`src/rtl/hc595_rx.sv`:
```
// Receive-side 74HC595 model: synchronizes the ds/shcp/stcp/oe link, shifts and latches
// the {seg, sel} word, and flags frames whose bit count is not exactly SHIFT_W.
module hc595_rx #(
  parameter int SHIFT_W     = 14,
  parameter int SEG_W       = 8,
  parameter int SEL_W       = 6,
  parameter int SYNC_STAGES = 2
) (
  input  logic               sys_clk,
  input  logic               sys_rst,
  input  logic               ds,
  input  logic               shcp,
  input  logic               stcp,
  input  logic               oe,
  output logic [SEG_W-1:0]   seg,
  output logic [SEL_W-1:0]   sel,
  output logic [SHIFT_W-1:0] word_q,
  output logic               latch_stb,
  output logic               frame_err,
  output logic [4:0]         bit_cnt
);

  if (SHIFT_W != SEG_W + SEL_W) begin : g_bad_width
    $error("hc595_rx: SHIFT_W must equal SEG_W + SEL_W");
  end
  if (SYNC_STAGES < 2) begin : g_bad_sync
    $error("hc595_rx: SYNC_STAGES must be at least 2");
  end

  // Edges are ignored until the chains and the previous-value flops hold real input levels,
  // so a line already high at reset release never looks like a rising edge.
  localparam int SETTLE_N = SYNC_STAGES + 1;
  localparam int SETTLE_W = $clog2(SETTLE_N + 1);
  localparam logic [4:0] CNT_FRAME = 5'(SHIFT_W);

  logic [SYNC_STAGES-1:0] ds_sync_q,   ds_sync_d;
  logic [SYNC_STAGES-1:0] shcp_sync_q, shcp_sync_d;
  logic [SYNC_STAGES-1:0] stcp_sync_q, stcp_sync_d;
  logic [SYNC_STAGES-1:0] oe_sync_q,   oe_sync_d;
  logic                   shcp_prev_q, shcp_prev_d;
  logic                   stcp_prev_q, stcp_prev_d;
  logic [SETTLE_W-1:0]    settle_q,    settle_d;
  logic [SHIFT_W-1:0]     sreg_q,      sreg_d;
  logic [SHIFT_W-1:0]     word_d;
  logic [4:0]             bit_cnt_q,   bit_cnt_d;
  logic                   latch_stb_q, latch_stb_d;
  logic                   frame_err_q, frame_err_d;
  logic [SEG_W-1:0]       seg_q,       seg_d;
  logic [SEL_W-1:0]       sel_q,       sel_d;

  logic ds_s, shcp_s, stcp_s, oe_s;
  logic armed, shcp_edge, stcp_edge;

  function automatic logic [4:0] sat_inc(input logic [4:0] c);
    return (c == 5'd31) ? c : c + 5'd1;
  endfunction

  always_comb begin
    ds_sync_d   = {ds_sync_q[SYNC_STAGES-2:0], ds};
    shcp_sync_d = {shcp_sync_q[SYNC_STAGES-2:0], shcp};
    stcp_sync_d = {stcp_sync_q[SYNC_STAGES-2:0], stcp};
    oe_sync_d   = {oe_sync_q[SYNC_STAGES-2:0], oe};

    ds_s   = ds_sync_q[SYNC_STAGES-1];
    shcp_s = shcp_sync_q[SYNC_STAGES-1];
    stcp_s = stcp_sync_q[SYNC_STAGES-1];
    oe_s   = oe_sync_q[SYNC_STAGES-1];

    shcp_prev_d = shcp_s;
    stcp_prev_d = stcp_s;

    armed     = (settle_q == SETTLE_W'(SETTLE_N));
    settle_d  = armed ? settle_q : settle_q + 1'b1;
    shcp_edge = armed && shcp_s && !shcp_prev_q;
    stcp_edge = armed && stcp_s && !stcp_prev_q;

    sreg_d      = shcp_edge ? {sreg_q[SHIFT_W-2:0], ds_s} : sreg_q;
    // A latch coinciding with a shift captures the pre-shift register and restarts the count at 1.
    word_d      = stcp_edge ? sreg_q : word_q;
    latch_stb_d = stcp_edge;
    frame_err_d = stcp_edge && (bit_cnt_q != CNT_FRAME);

    bit_cnt_d = bit_cnt_q;
    if (stcp_edge) begin
      bit_cnt_d = shcp_edge ? 5'd1 : 5'd0;
    end else if (shcp_edge) begin
      bit_cnt_d = sat_inc(bit_cnt_q);
    end

    seg_d = oe_s ? '1 : word_q[SHIFT_W-1 -: SEG_W];
    sel_d = oe_s ? '0 : word_q[SEL_W-1:0];
  end

  always_ff @(posedge sys_clk) begin
    if (sys_rst) begin
      ds_sync_q   <= '0;
      shcp_sync_q <= '0;
      stcp_sync_q <= '0;
      oe_sync_q   <= '1;
      shcp_prev_q <= 1'b0;
      stcp_prev_q <= 1'b0;
      settle_q    <= '0;
      sreg_q      <= '0;
      word_q      <= '0;
      bit_cnt_q   <= 5'd0;
      latch_stb_q <= 1'b0;
      frame_err_q <= 1'b0;
      seg_q       <= '1;
      sel_q       <= '0;
    end else begin
      ds_sync_q   <= ds_sync_d;
      shcp_sync_q <= shcp_sync_d;
      stcp_sync_q <= stcp_sync_d;
      oe_sync_q   <= oe_sync_d;
      shcp_prev_q <= shcp_prev_d;
      stcp_prev_q <= stcp_prev_d;
      settle_q    <= settle_d;
      sreg_q      <= sreg_d;
      word_q      <= word_d;
      bit_cnt_q   <= bit_cnt_d;
      latch_stb_q <= latch_stb_d;
      frame_err_q <= frame_err_d;
      seg_q       <= seg_d;
      sel_q       <= sel_d;
    end
  end

  assign seg       = seg_q;
  assign sel       = sel_q;
  assign latch_stb = latch_stb_q;
  assign frame_err = frame_err_q;
  assign bit_cnt   = bit_cnt_q;

endmodule

```
`config.mk`:
```
export PLATFORM = sky130hd
export DESIGN_NAME = hc595_rx
export DESIGN_NICKNAME = d
export VERILOG_FILES = /design/src/rtl/hc595_rx.sv
export SDC_FILE = /design/constraint.sdc
export NUM_CORES = 1
export LEC_CHECK = 0
export ABC_AREA = 0
export CAP_MARGIN = 40
export CELL_PAD_IN_SITES_DETAIL_PLACEMENT = 0
export CELL_PAD_IN_SITES_GLOBAL_PLACEMENT = 1
export CORE_MARGIN = 1.5
export CORE_UTILIZATION = 38
export CTS_CLUSTER_SIZE = 8
export DETAILED_ROUTE_END_ITERATION = 10
export PLACE_DENSITY_LB_ADDON = 0.1
export REMOVE_ABC_BUFFERS = 1
export SETUP_SLACK_MARGIN = 0.1
export SLEW_MARGIN = 0
export SYNTH_ARGS = -nofsm -noshare
export SYNTH_HDL_FRONTEND = slang
export SYNTH_SLANG_ARGS = --single-unit
```
`constraint.sdc`:
```
create_clock -name sys_clk -period 2.1 [get_ports sys_clk]
set_input_delay 0.21 -clock sys_clk [delete_from_list [all_inputs] [get_ports sys_clk]]
set_output_delay 0.21 -clock sys_clk [all_outputs]
set_load 0.02 [all_outputs]
```
Yosys cells after proc, flatten, opt, wreduce, memory -nomap -nowiden --
Index checks and enable logic that the tools add are counted.
Cells by class: multiplexer cells 4, reductions and logical operators 10, eq/ne operators 4, $add $sub $neg 2
Operators by type and width (count):
- $mux W5 | 3
- $add A5 B1 Y5 const B | 1
- $eq A5 B5 Y1 const B | 1
- $logic_and A1 B1 Y1 | 5
- $ne A5 B4 Y1 const B | 1
- $add A2 B1 Y2 const B | 1
- $eq A2 B2 Y1 const B | 1
- $logic_not A1 Y1 | 2
- $ne A2 B2 Y1 const B | 1
- $reduce_and A2 Y1 | 1
- $reduce_bool A2 Y1 | 1
- $reduce_or A2 Y1 | 1
- $mux W1 | 1
Word-level totals: output and inout port bits 35, input port bits 6, flip-flop bits (word level) 61, word-level logic and storage cells 34

Logic depth before layout (Yosys ltp) --
Gate-level depths: netlist (run 1).
depth after elaboration 5, gate-level depth with buffers 7

Least setup slack after synthesis (run 1) --
Ideal clock, no wire load.
path kind reg-to-reg, start register bit_cnt_q[0] (netlist: bit_cnt[0]), end register bit_cnt_q[3] (netlist: bit_cnt[3]), required time 2.030 ns, stages on the path, launching flop included 7, slack 0.362 ns, data arrival time 1.668 ns, path buffers 0, period minus slack after synthesis 1.738 ns, cells stage by stage dfxtp_1 ha_1 and3_1 ha_1 nand4bb_4 or3_1 a21oi_1
Between the ends: longest elaborated chain between the ends 4
RTL lines:
- start: declaration | line 45 | logic [4:0] bit_cnt_q, bit_cnt_d;
- start signal: assignment | line 120 | bit_cnt_q <= bit_cnt_d;
- $add A5 B1 Y5 | line 55 | return (c == 5'd31) ? c : c + 5'd1;
- $mux W5 | line 55
- $mux W5 | line 86 | end else if (shcp_edge) begin
- $mux W5 | line 84 | if (stcp_edge) begin
Parallel ways exist; a longest one is shown, timed or not. The select of a mux whose other input is x is not followed. A chain may end at the register's enable or synchronous reset.

Worst setup path after layout (run 1) --
Ends and elaborated chain as after synthesis.

==> impl_metrics.yaml, run 1 <==
status:
  status: "completed"
grt:
  grt_overflow: 0
  grt_pass1_vias: 1377
  antenna_found_initial: 0
  grt_max_degree: 24
  grt.total_usage_pct: 14.7
  grt_pass1_wl_mm: 6.57
timing:
  setup_viol: 0
  hold_viol: 0
  min_period_over_period_pct: 83.8
  clock_skew_ps: 5.67
  slew_viol_final: 0
  tns_ps: 0
  layout_min_cycle_time_ps: 1760
  relSlewSlack_pct: 71.1
  tightestPinTransition_ps: 434
  grt_setup_unrepaired: "false"
  max_freq_mhz: 568
placement:
  portBuffers: 40
  dp.final_hpwl_mm: 2.48
  dp_cells: 321
  placedInstanceArea_um2: 2520
  place_congestion: 0.759
finish:
  syn2layout_area_growth_pct: 29.7
  fin_area_um2: 2700
  diodes: 0
  nets: 272
  fin_cells: 336
  layout-drive-gt1-share_pct: 9.40
  fillers: 528
cts:
  htreeDepth: 3
  cts_tree: "yes"
  numCtsBuffers: 9
  ctsResizeCount: 0
  clk_pin_slew_ps: 60
  clock_latency_ps: 330
  post_cts_buffers: 0
  root_buffer: "clkbuf_8"
  cts_hold_buf: 0
  cts_sinks: 61
  cts_max_path_buffers: 2
power_and_ir_drop:
  switchingPower_uw: 477
  p_leak_nw: 0.954
  power_frac_clock_pct: 42.1
  internal_power_mw: 1.74
  p_seq_share_pct: 53.8
  swShare_pct: 21.5
  p_per_area_nw_per_um2: 822
  total_power_mw: 2.21
  ir_drop_v: 0.000592
  pwr-share-comb_pct: 4.1
yosys:
  synth_seq_cells: 61
  ys_warn_count: 0
  ys_seq_area_share_pct: 58.8
  synth_cell_types: 27
  netlist_area_um2: 2080
  syn_area_per_cell_um2: 9.49
  synth_cells: 219
floorplanning:
  ioPinCount: 41
  die_w_um: 77.0
  die_h_um: 77.0
  core_area_um2: 5200
  start_util_pct: 39.9
  rows: 26
  dieArea_um2: 5920
route:
  wl_mm: 3.85
  firstDrtPassIters: 4
  route.antenna.remaining_nets: 0
  drtIter0Drc: 64
  vias: 1548
  via_per_inst: 4.61
  wire_per_inst_um: 11.5
  drc_errors: 0
worst_hold_path:
  hold_path.class: "primary input to flop"
critical_path:
  crit_required_ps: 2360
  cp-end-kind: "flop"
  crit_fanout: 6
  cp_data_arrival_time_ps: 2020
  critPathLaunchType: "flop"
  critPathKind: "flop to flop"
run:
  maxCapViolCount: 0
## cell usage in the layout, fill, tap and decap left out, types with 2 or more instances in the layout
| master | n |
|---|---|
| clkbuf_8 | 12 |
| o21ai_0 | 3 |
| nand2_1 | 58 |
| nor2b_1 | 8 |
| or3_1 | 10 |
| nor2_1 | 5 |
| clkdlybuf4s50_1 | 39 |
| ha_1 | 4 |
| clkbuf_1 | 2 |
| inv_1 | 2 |
| or2_2 | 2 |
| dfxtp_1 | 61 |
| a21oi_1 | 32 |
| buf_4 | 4 |
| nand3_1 | 2 |
| and2_1 | 7 |
| and3b_2 | 2 |
## cell type report
cell class	count	area, um^2	area share, %
tap	70	87.6	3.25
timing repair buffer	44	425	15.8
clock inverter	1	5.00	0.186
sequential	61	1220	45.3
inverter	2	7.51	0.279
clock buffer	14	173	6.41
multi-input combinational	144	776	28.8
## routing by layer
metal | track usage, % | vias up | routed length, um
met4 | 6.11 | 0 | 72
met3 | 7.86 | 8 | 208
met5 | 0 | - | 0
li1 | - | 802 | -
met2 | 22.1 | 36 | 1710
met1 | 17.4 | 702 | 1860
## through the flow
stage / hold WS [ps] / setup WS (ps) / util (%)
after global routing: 314 / 185 / 51.8
after floorplan: 279 / 360 / -
after detailed placement: 398 / 333 / 48.4
after global placement: 393 / 397 / 48.4
final: 313 / 340 / 51.8
after CTS: 305 / 328 / 51.8
## critical path: stages, from the launching register on
cell,delay [ps]
dfxtp_1,360
ha_1,230
and3_1,190
ha_1,200
nand4bb_4,230
or3_1,370
a21oi_1,130
## flip-flops by register name, summed over array words and instances, names as in the netlist, 2 cells and up
register / count
sreg_q: 14
word_q: 14
seg: 8
sel: 6
bit_cnt: 5
ds_sync_q: 2
oe_sync_q: 2
settle_q: 2
shcp_sync_q: 2
stcp_sync_q: 2
## logic make-up (layout without fill, tap and decap cells)
kind of cell / after synthesis / count (layout) / synth area share [%]
AO/OA/AOI/OAI: 36 / 36 / 8.79
buffers and inverters: 14 / 61 / 3.91
XOR/XNOR: 1 / 1 / 0.422
flip-flops: 61 / 61 / 58.8
AND/OR/NAND/NOR: 102 / 102 / 25.2
multiplexers: 1 / 1 / 0.482
adder cells (fa/ha/maj): 4 / 4 / 2.41
## path summary, 6_finish.rpt
check / start / endpoint / slack (ps) / cells past startpoint
setup / recovery: bit_cnt[0] / bit_cnt[3] / 340 / 6
hold reg to reg: oe_sync_q[0] / oe_sync_q[1] / 410 / 1
hold / removal: sys_rst / sreg_q[5] / 310 / 2
setup reg to reg: bit_cnt[0] / bit_cnt[3] / 340 / 6
## synthesized netlist by cell type
| library cell | count | share of area (%) |
|---|---|---|
| a211oi_1 | 1 | 0.36 |
| a21oi_1 | 32 | 7.7 |
| and2_1 | 7 | 2.1 |
| and3_1 | 1 | 0.30 |
| and3b_1 | 1 | 0.42 |
| and3b_2 | 2 | 0.96 |
| and4bb_2 | 1 | 0.60 |
| buf_2 | 5 | 1.2 |
| buf_6 | 3 | 1.6 |
| clkbuf_1 | 4 | 0.72 |
| dfxtp_1 | 61 | 59 |
| ha_1 | 4 | 2.4 |
| inv_1 | 2 | 0.36 |
| mux2i_1 | 1 | 0.48 |
| nand2_1 | 58 | 10 |
| nand2b_1 | 1 | 0.30 |
| nand3_1 | 2 | 0.48 |
| nand3b_1 | 1 | 0.36 |
| nand3b_2 | 1 | 0.54 |
| nand4b_1 | 1 | 0.42 |
| nand4bb_4 | 1 | 1.3 |
| nor2_1 | 5 | 0.90 |
| nor2b_1 | 8 | 2.4 |
| o21ai_0 | 3 | 0.72 |
| or2_2 | 2 | 0.60 |
| or3_1 | 10 | 3.0 |
| xor2_1 | 1 | 0.42 |
## power groups by stage
stage | sequential, mW | clock [mW] | combinational, mW
after CTS | 1.19 | 0.971 | 0.0932
after detailed placement | 1.22 | 0 | 0.0931
after global routing | 1.19 | 1.03 | 0.101
after floorplan | 1.22 | 0 | 0.0406
final | 1.19 | 0.932 | 0.0902
after global placement | 1.22 | 0 | 0.0907
No activity file was read; power rests on OpenSTA's default activity.
==> run 2, diff against run 1 <==
==> constraint.sdc (replaced) <==
create_clock -name sys_clk -period 1.74 [get_ports sys_clk]
set_input_delay 0.174 -clock sys_clk [delete_from_list [all_inputs] [get_ports sys_clk]]
set_output_delay 0.174 -clock sys_clk [all_outputs]
set_load 0.02 [all_outputs]
==> run 2 against run 1 <==
Die area unchanged; non-clock buffer count increased by 9; design area increased by 4.1%; power increased by 21%.
==> impl_metrics.yaml, run 2 (same netlist as run 1, synthesis figures left out) <==
route:
  wire_per_inst_um: 11.5
  drc_errors: 0
  wl_mm: 3.98
  via_per_inst: 4.57
  drtIter0Drc: 60
  firstDrtPassIters: 3
  vias: 1576
  route.antenna.remaining_nets: 0
floorplanning:
  die_w_um: 77.0
  dieArea_um2: 5920
  start_util_pct: 39.9
  core_area_um2: 5200
  rows: 26
  ioPinCount: 41
  die_h_um: 77.0
finish:
  fin_area_um2: 2810
  fillers: 506
  layout_common_cells: "dfxtp_1, nand2_1, clkdlybuf4s50_1"
  nets: 281
  final_common_cell: "dfxtp_1"
  diodes: 0
  syn2layout_area_growth_pct: 35.0
  layout-drive-gt1-share_pct: 15.3
placement:
  dp.final_hpwl_mm: 2.67
  place_congestion: 0.754
  portBuffers: 40
  placedInstanceArea_um2: 2570
grt:
  grtUsageMet3_pct: 4.17
  grt_pass1_wl_mm: 6.84
  busiest_layer: "met2"
  grt_pass1_vias: 1497
  grt_max_degree: 23
  grt_use_met1_pct: 18.1
  grt_overflow: 0
  antenna_found_initial: 0
  use_met2_pct: 22.7
  grt.total_usage_pct: 14.9
timing:
  clock_skew_ps: 5.54
  min_period_over_period_pct: 90.8
  setup_viol: 0
  max_freq_mhz: 633
  hold_viol: 0
  slew_viol_final: 0
  tightestPinTransition_ps: 393
  layout_min_cycle_time_ps: 1580
  grt_setup_unrepaired: "true"
  tns_ps: 0
  relSlewSlack_pct: 73.8
cts:
  clock_latency_ps: 330
  root_buffer: "clkbuf_8"
  numCtsBuffers: 9
  cts_tree: "yes"
  clk_pin_slew_ps: 60
  cts_sinks: 61
  htreeDepth: 3
  cts_max_path_buffers: 2
  cts_hold_buf: 0
worst_hold_path:
  hold_path.class: "primary input to flop"
critical_path:
  path_cells: "buf_4 > clkdlybuf4s50_1"
  crit_required_ps: 1570
  critical-path-top-delay-family: "buffers and inverters"
  crit_slowest_cell: "clkdlybuf4s50_1"
  cp-end-kind: "output port"
  path_buf_inv: 2
  max_stage_delay_ps: 600
  critPathKind: "flop to output port"
  crit_fanout: 4
  critPathLaunchType: "flop"
  cp_data_arrival_time_ps: 1410
  reg2reg_slack_ps: 160
status:
  status: "completed"
power_and_ir_drop:
  p_leak_nw: 0.989
  p_per_area_nw_per_um2: 953
  ir_drop_v: 0.000550
run:
  maxCapViolCount: 0
## run 2: cell count changes in the layout (fill, tap and decap cells not counted), sizes merged
cell / before / now
buf: 5 / 14
## run 2: layout make-up
cell class / instances / area (um^2) / area share, %
Timing Repair Buffer: 53 / 493 / 17.6
Tap cell: 70 / 87.6 / 3.12
Inverter: 2 / 7.51 / 0.267
Clock inverter: 1 / 5.00 / 0.178
Sequential cell: 61 / 1220 / 43.6
Multi-Input combinational cell: 144 / 817 / 29.1
Clock buffer: 14 / 173 / 6.15
## run 2: final timing paths
kind	from	end	depth (start not counted)
setup / recovery	bit_cnt[1]	bit_cnt[1]	2
hold / removal	sys_rst	word_q[13]	2
setup reg to reg	bit_cnt[1]	bit_cnt[3]	6
hold reg to reg	oe_sync_q[0]	oe_sync_q[1]	1
## run 2: layer usage
metal | vias to the layer above | part of all wire (%)
li1 | 821 | -
met1 | 712 | 50
met2 | 32 | 43
met3 | 11 | 3.9
met4 | 0 | 3.0
met5 | - | 0
## run 2: power breakdown
part	switching (mW)	internal, mW	total, mW	leakage (nW)
logic	0.0633	0.0553	0.119	0.401
clock network	0.493	0.625	1.12	0.0926
registers	0.0148	1.42	1.44	0.496
total	0.571	2.10	2.67	0.989
## run 2: worst reg2reg max path: stages, from the launching register on
cell and delay, ps:
dfxtp_2 330, ha_4 160, and3_4 180, ha_4 150, nand4bb_4 200, or3_4 380, a21oi_2 110
## run 2: stage by stage
stage                     power, mW  cells  util, %  hold WS, ps  setup WS, ps
after floorplan                1.52    207        -          243         0.139
after global placement         1.59    328     49.4          392           110
after detailed placement       1.59    328     49.4          398          49.8
after CTS                      2.71    345     53.2          262           129
after global routing           2.78    345     53.9          297          93.4
final                          2.67    345     53.9          266           159
## run 2: repair_timing
item	in CTS	in global routing
pin swaps	2	4
buffers inserted	2	0
setup endpoints to repair	2	4
resized for setup	2	9
